$ cat src/rtl/dmem_lsu.sv
// Load/store unit driving a word-wide data memory port: byte/half/word loads with
// extension, read-modify-write sub-word stores. Optional macro: MISALIGN_TRAP_EN.
module dmem_lsu #(
  parameter int ADDR_W = 32,
  parameter int DATA_W = 32
) (
  input  logic              clk,
  input  logic              rst_n,
  input  logic              req_valid,
  output logic              req_ready,
  input  logic              req_we,
  input  logic [1:0]        req_size,
  input  logic              req_unsigned,
  input  logic [ADDR_W-1:0] req_addr,
  input  logic [DATA_W-1:0] req_wdata,
  output logic              resp_valid,
  output logic [DATA_W-1:0] resp_rdata,
  output logic              resp_err,
  output logic [ADDR_W-1:0] mem_addr,
  output logic [DATA_W-1:0] mem_write_data,
  output logic              mem_write,
  input  logic [DATA_W-1:0] mem_read_data
);

  // state   | meaning
  // IDLE    | ready for a request
  // LOAD    | memory read, extended lane captured into resp_rdata
  // STORE_W | full-word write
  // RMW_RD  | read target word, merge new lane
  // RMW_WR  | write merged word
  // RESP    | one-cycle completion pulse
  typedef enum logic [2:0] {IDLE, LOAD, STORE_W, RMW_RD, RMW_WR, RESP} state_t;

  state_t              state_q, state_d;
  logic [1:0]          size_q;
  logic                uns_q;
  logic [ADDR_W-1:0]   addr_q;
  logic [DATA_W-1:0]   wdata_q;
  logic [DATA_W-1:0]   merge_q;
  logic [DATA_W-1:0]   rdata_q;
  logic                accept;
  logic                misalign;
  logic [1:0]          size_norm;
  logic [7:0]          lane8;
  logic [15:0]         lane16;
  logic [DATA_W-1:0]   load_ext;
  logic [DATA_W-1:0]   merged;

  assign req_ready = rst_n && (state_q == IDLE);
  assign accept    = req_valid && req_ready;

`ifdef MISALIGN_TRAP_EN
  logic err_q;

  assign misalign  = ((req_size == 2'b01) && req_addr[0]) ||
                     ((req_size == 2'b10) && (req_addr[1:0] != 2'b00)) ||
                     (req_size == 2'b11);
  assign size_norm = req_size;
  assign resp_err  = (state_q == RESP) && err_q;

  always_ff @(posedge clk) begin
    if (!rst_n)
      err_q <= 1'b0;
    else if (accept)
      err_q <= misalign;
  end
`else
  assign misalign  = 1'b0;
  // Reserved size behaves as a word access when trapping is disabled.
  assign size_norm = (req_size == 2'b11) ? 2'b10 : req_size;
  assign resp_err  = 1'b0;
`endif

  assign lane8  = mem_read_data[{addr_q[1:0], 3'b000} +: 8];
  assign lane16 = mem_read_data[{addr_q[1], 4'b0000} +: 16];

  always_comb begin
    load_ext = mem_read_data;
    case (size_q)
      2'b00:   load_ext = uns_q ? {{(DATA_W-8){1'b0}}, lane8}
                                : {{(DATA_W-8){lane8[7]}}, lane8};
      2'b01:   load_ext = uns_q ? {{(DATA_W-16){1'b0}}, lane16}
                                : {{(DATA_W-16){lane16[15]}}, lane16};
      default: load_ext = mem_read_data;
    endcase
  end

  always_comb begin
    merged = mem_read_data;
    if (size_q == 2'b00)
      merged[{addr_q[1:0], 3'b000} +: 8] = wdata_q[7:0];
    else
      merged[{addr_q[1], 4'b0000} +: 16] = wdata_q[15:0];
  end

  always_comb begin
    state_d = state_q;
    case (state_q)
      IDLE: begin
        if (accept) begin
          if (misalign)
            state_d = RESP;
          else if (!req_we)
            state_d = LOAD;
          else if (size_norm[1] == 1'b0)
            state_d = RMW_RD;
          else
            state_d = STORE_W;
        end
      end
      LOAD:    state_d = RESP;
      STORE_W: state_d = RESP;
      RMW_RD:  state_d = RMW_WR;
      RMW_WR:  state_d = RESP;
      RESP:    state_d = IDLE;
      default: state_d = IDLE;
    endcase
  end

  always_ff @(posedge clk) begin
    if (!rst_n) begin
      state_q <= IDLE;
      size_q  <= 2'b00;
      uns_q   <= 1'b0;
      addr_q  <= '0;
      wdata_q <= '0;
      merge_q <= '0;
      rdata_q <= '0;
    end else begin
      state_q <= state_d;
      if (accept) begin
        size_q  <= size_norm;
        uns_q   <= req_unsigned;
        addr_q  <= req_addr;
        wdata_q <= req_wdata;
        rdata_q <= '0;
      end
      if (state_q == LOAD)
        rdata_q <= load_ext;
      if (state_q == RMW_RD)
        merge_q <= merged;
    end
  end

  always_comb begin
    mem_addr       = '0;
    mem_write      = 1'b0;
    mem_write_data = '0;
    case (state_q)
      LOAD, RMW_RD: mem_addr = {addr_q[ADDR_W-1:2], 2'b00};
      STORE_W: begin
        mem_addr       = {addr_q[ADDR_W-1:2], 2'b00};
        // Gated by rst_n so a reset edge never coincides with a memory write.
        mem_write      = rst_n;
        mem_write_data = rst_n ? wdata_q : '0;
      end
      RMW_WR: begin
        mem_addr       = {addr_q[ADDR_W-1:2], 2'b00};
        mem_write      = rst_n;
        mem_write_data = rst_n ? merge_q : '0;
      end
      default: ;
    endcase
  end

  assign resp_valid = (state_q == RESP);
  assign resp_rdata = rdata_q;

endmodule

$ cat config.mk
export PLATFORM = sky130hd
export DESIGN_NAME = dmem_lsu
export DESIGN_NICKNAME = d
export VERILOG_FILES = /design/src/rtl/dmem_lsu.sv
export SDC_FILE = /design/constraint.sdc
export NUM_CORES = 1
export LEC_CHECK = 0
export CAP_MARGIN = 20
export CORE_MARGIN = 1
export CORE_UTILIZATION = 47
export DETAILED_ROUTE_END_ITERATION = 8
export GPL_TIMING_DRIVEN = 0
export HOLD_SLACK_MARGIN = 0.12
export PLACE_DENSITY = 0.84
export SLEW_MARGIN = 10
export SYNTH_ARGS = -nofsm -noshare
export SYNTH_HDL_FRONTEND = slang
export SYNTH_SLANG_ARGS = --single-unit
$ cat constraint.sdc
create_clock -name clk -period 2.4 [get_ports clk]
set_input_delay 0.48 -clock clk [delete_from_list [all_inputs] [get_ports clk]]
set_output_delay 0.48 -clock clk [all_outputs]
set_load 0.01 [all_outputs]
Word level (Yosys, flattened, before mapping)
Index checks and enable logic that the tools add are counted.
{ "totals": {"regBits": 134, "in_bits": 103, "out_inout_bits": 100, "elab_cells": 49} }
{ "op_classes": {"add_sub_neg": 2, "n_eq_ne": 8, "shifts": 6, "muxes": 18, "n_reduce_logical": 8} }
{ "op_table": {"columns": ["operator", "count"], "rows": [
  ["two-way mux 32 bit", 8],
  ["one-hot mux 32 bit (2 select lines)", 2],
  ["bitwise mux 32 bit", 2],
  ["variable shift 16 x 7 -> 32 bit, first input constant", 1],
  ["variable shift 8 x 7 -> 32 bit, first input constant", 1],
  ["indexed part select 16 x 7 -> 32 bit", 1],
  ["indexed part select 32 x 6 -> 16 bit", 1],
  ["indexed part select 32 x 6 -> 8 bit", 1],
  ["indexed part select 8 x 7 -> 32 bit", 1],
  ["negator 5 -> 7 bit", 2],
  ["one-hot mux 3 bit (3 select lines)", 1],
  ["equality test 3 x 2 -> 1 bit, second input constant", 2],
  ["equality test 3 bit, second input constant", 2],
  ["two-way mux 2 bit", 2],
  ["OR reduction 4 bit", 1],
  ["equality test 3 x 1 -> 1 bit, second input constant", 1],
  ["zero test 3 bit", 1],
  ["two-way mux 3 bit", 1],
  ["OR reduction 3 bit", 1],
  ["equality test 2 x 1 -> 1 bit, second input constant", 1],
  ["equality test 2 bit, second input constant", 1],
  ["logical AND 1 bit", 2],
  ["zero test 2 bit", 1],
  ["two-way mux 1 bit", 2],
  ["3 further kinds", 3]
]} }

Logic depth before layout (Yosys ltp)
Gate-level depths: netlist (run 1).
{ "logic_depth": {"word_depth": 6, "mapped_depth": 8, "ltp_nobuf": 6} }

Worst setup path after synthesis (run 1)
OpenSTA, ideal clock, no wires.
{ "synth_path": {"path_type": "input to output", "startpoint": "input port rst_n", "endpoint": "output port mem_write_data[11]", "t_arrival_ns": 1.659, "required_ns": 1.920, "path_slack_ns": 0.261, "cell_stages": 6, "n_path_buf": 3, "cell_sequence": "clkbuf_1 > nor2b_1 > and3b_1 > clkbuf_1 > clkbuf_1 > a22o_1"} }
{ "synth_via": {"elab_chain_cells": 2, "word_cells_on_any_way": 3, "classes_between": "mux (3)"} }
{ "synth_lines": {"columns": ["item", "line_no", "source"], "rows": [
  ["start: declaration", "8", "input logic rst_n,"],
  ["two-way mux 32 bit, on equally long branches", "160, 155", null],
  ["one-hot mux 32 bit (2 select lines) (*)", "149", "case (state_q)"],
  ["end: declaration", "20", "output logic [DATA_W-1:0] mem_write_data,"]
]} }
Every way passes the cells marked *; elsewhere a longest branch is shown, timed or not.

Worst setup path after layout (run 1)
{ "layout_path": {"startpoint": "register state_q[1]", "endpoint": "output port mem_write_data[15]"} }
{ "layout_via": {"elab_chain_cells": 2, "word_cells_on_any_way": 3, "classes_between": "eq/ne (2); mux (1)"} }
{ "layout_lines": {"columns": ["item", "line_no", "source"], "rows": [
  ["start: declaration", "34", "state_t state_q, state_d;"],
  ["start signal: assignment", "130", "state_q <= state_d;"],
  ["equality test 3 bit or equality test 3 x 2 -> 1 bit (tied branches)", "149", null],
  ["one-hot mux 32 bit (2 select lines) (*)", "149", null]
]} }
Marked as above.

==> results.yml, run 1 <==
cells_and_area:
  stdcell_count: 1190
  antennaDiodeCount: 0
  area_growth_pct: 46.3
  stdcell_area_sq_mm: 0.00922
  nFillCells: 1016
  final_cell_mix: "162 x nand2_1, 134 x clkdlybuf4s50_1, 130 x dfxtp_1"
  layout-drive-gt1-share_pct: 17.0
  fin_nets: 1114
  layout_commonest_cell: "nand2_1"
setup_path:
  critPathMaxFanout: 5
  endpoint_kind: "output port"
  path_class: "flip-flop to output port"
  slowest_delay_ps: 310
  critical_path.startpoint_type: "flip-flop"
  cp_slowest_cell: "dfxtp_2"
  path_cells: "buf_6, nor2b_2, and3b_2, buf_4, clkbuf_8, a22o_1, buf_2"
  worst_ep_required_time_ps: 1920
  arrival_ps: 1900
sta:
  setup_viol: 0
  post-route-min-period_ps: 2380
  setup_slack_ps: 22.4
  finalHoldViolCount: 0
  relSlewSlack_pct: 48.0
  fin_tns_setup_ps: 0
  rsz0062_at_grt: "yes"
  finalClockSkew_ps: 6.81
  worstMarginPinSlew_ps: 777
  slew_violations: 0
  fin_crit_sh_pct: 99.1
  clock.fmax_ghz: 0.421
clock_network:
  clock-sinks: 134
  tritoncts: "done"
  cts.clk_slew.worst_paths_ps: 50
  root_buffer: "clkbuf_16"
  ctsHoldBuffers: 0
  max-clock-path-buffers: 2
  clk-insertion-delay-late_ps: 440
  numCtsBuffers: 17
  htreeDepth: 4
global_route:
  grt_pass1_wl_um: 34600
  gr-total-overflow: 0
  grt_max_degree: 17
  first_global_vias: 6598
  track_usage_pct: 32.1
  antenna_found_initial: 0
placed_design:
  dp_hpwl_um: 15600
  placed_cell_area_sq_mm: 0.00851
  port_buffers: 198
  dp_cells: 1138
  place_congestion: 0.977
  pre_cts_slack_ps: -685
detailed_routing:
  firstDrtPassIters: 8
  wl_um: 22000
  drt_iter0_drc: 709
  wire_per_inst_um: 18.5
  viasPerCell: 5.70
  postRouteAntennaNets: 0
  vias: 6784
  drc: 0
synth:
  yosys_warnings: 0
  postSynthAreaPerCell_sq_um: 8.23
  ys_ff_latch: 134
  synth.distinct_cells: 48
  synthCells: 766
  syn_area_sq_mm: 0.00630
  yosysSeqAreaShare_pct: 42.6
floorplanning:
  core_sq_mm: 0.0128
  io_pins: 203
  die_w_um: 118
  die-area_sq_mm: 0.0139
  rows: 41
  die_h_um: 118
  start_util_pct: 49.2
pwr:
  pwr_density_cell_mw_per_mm2: 700
  p_leak_nw: 4.05
  power.switching_mw: 1.80
  internal-power_mw: 4.65
  p_comb_share_pct: 20.7
  ir_worst_vdd_v: 0.000528
  p_seq_share_pct: 39.4
  switching_share_pct: 27.9
  p_clk_share_pct: 39.9
flow_run:
  drv_cap: 0
hold_path:
  hold_path.class: "flip-flop to flip-flop"
status:
  status: "completed"
## routing by layer
layer | track usage (%) | share of wire (%)
met4 | 16.1 | 4.6
met2 | 51.4 | 45
met1 | 37.1 | 39
met3 | 12.5 | 12
met5 | 0 | 0
## cells by family after synthesis
| family | count (synthesis) | share of synthesized area (%) |
|---|---|---|
| buf+inv | 82 | 5.62 |
| flops | 134 | 42.6 |
| fa+ha+maj | 5 | 0.992 |
| compound gates | 200 | 23.4 |
| other cells | 1 | 0.0595 |
| simple gates | 325 | 24.1 |
| xor+xnor | 1 | 0.139 |
| mux | 18 | 3.18 |
## cells in the mapped netlist (all sizes together)
library cell | count | share of area (%)
o41ai | 1 | 0.44
nand2 | 162 | 9.6
nand4 | 1 | 0.099
nor2b | 2 | 0.20
or3 | 1 | 0.18
dfxtp | 134 | 43
o21ai | 69 | 5.5
a21boi | 4 | 0.48
buf | 30 | 2.5
nor4b | 2 | 0.48
nand3b | 4 | 0.48
o22ai | 1 | 0.099
and2 | 34 | 3.4
nor2 | 28 | 1.7
or2 | 1 | 0.099
and3b | 2 | 0.28
o31a | 1 | 0.14
a31oi | 1 | 0.099
mux2 | 16 | 2.9
ha | 5 | 0.99
a32o | 16 | 2.5
a2bb2oi | 1 | 0.42
a222oi | 7 | 1.1
a21oi | 24 | 1.9
conb | 1 | 0.059
clkbuf | 38 | 2.3
nor3b | 2 | 0.32
and3 | 3 | 0.30
nor3 | 2 | 0.16
a41oi | 1 | 0.14
a21o | 1 | 0.12
nand3 | 64 | 5.1
mux2i | 2 | 0.32
a221oi | 33 | 4.9
clkinv | 1 | 0.059
nand2b | 16 | 1.6
inv | 13 | 0.77
a22o | 40 | 5.6
xnor2 | 1 | 0.14
and4 | 1 | 0.14
## area by class of cell
class / instances / area [sq um] / area share [%]
Buffer: 64 / 390 / 4.23
Clock buffer: 22 / 474 / 5.14
Clock inverter: 9 / 101 / 1.10
Inverter: 14 / 55.1 / 0.597
Multi-Input combinational cell: 552 / 3340 / 36.2
Sequential cell: 134 / 2690 / 29.2
Tap cell: 172 / 215 / 2.33
Timing Repair Buffer: 223 / 1950 / 21.2
## per-stage QoR
| step | hold WS (ps) | total power, mW | utilization, % |
|---|---|---|---|
| floorplan | 425 | 3.18 | - |
| global placement | 434 | 3.76 | 66.3 |
| detailed placement | 442 | 3.78 | 66.3 |
| CTS | 452 | 6.44 | 72.2 |
| global route | 465 | 6.69 | 71.9 |
| finish | 449 | 6.45 | 71.9 |
## worst max-delay path, delay by kind of cell (launching register included)
| kind | cells | cell delay [ps] |
|---|---|---|
| buffers and inverters | 4 | 540 |
| AND/OR/NAND/NOR | 2 | 420 |
| flip-flops | 1 | 310 |
| AO/OA/AOI/OAI | 1 | 180 |
## state kept, by name, indices dropped and copies added, names as in the netlist
register,flops
merge_q,32
resp_rdata,32
wdata_q,32
uns_q,1
size_q,2
state_q,3
addr_q,32
## power groups by stage
stage	Sequential, mW	Combinational, mW	Clock (mW)
finish	2.54	1.34	2.57
global route	2.56	1.44	2.70
CTS	2.54	1.33	2.57
detailed placement	2.58	1.20	0
global placement	2.57	1.19	0
floorplan	2.55	0.628	0
## final timing paths
kind	start	endpoint	slack, ps	cells past startpoint
worst max-delay path	state_q[1]	mem_write_data[15]	20	7
worst min-delay path	addr_q[20]	addr_q[20]	450	2
worst max register to register	addr_q[1]	merge_q[16]	160	8
worst min register to register	addr_q[20]	addr_q[20]	450	2
## repair_timing
| item | CTS | global route |
|---|---|---|
| buffers inserted | 21 | 5 |
| gates resized for setup | 237 | 45 |
| pin swaps | 3 | 6 |
| gates cloned | 2 | 0 |
| endpoints found under the setup margin | 64 | 74 |
No activity file was read; power rests on OpenSTA's default activity.
==> inputs of run 2 (changes only) <==
--- a/config.mk
+++ b/config.mk
@@ -8,6 +8,7 @@
 export CAP_MARGIN = 20
 export CORE_MARGIN = 1
 export CORE_UTILIZATION = 47
+export CTS_CLUSTER_SIZE = 28
 export DETAILED_ROUTE_END_ITERATION = 8
 export GPL_TIMING_DRIVEN = 0
 export HOLD_SLACK_MARGIN = 0.12
==> results of run 2 <==
No change in the layout: final DEF, timing and power equal those of run 1.
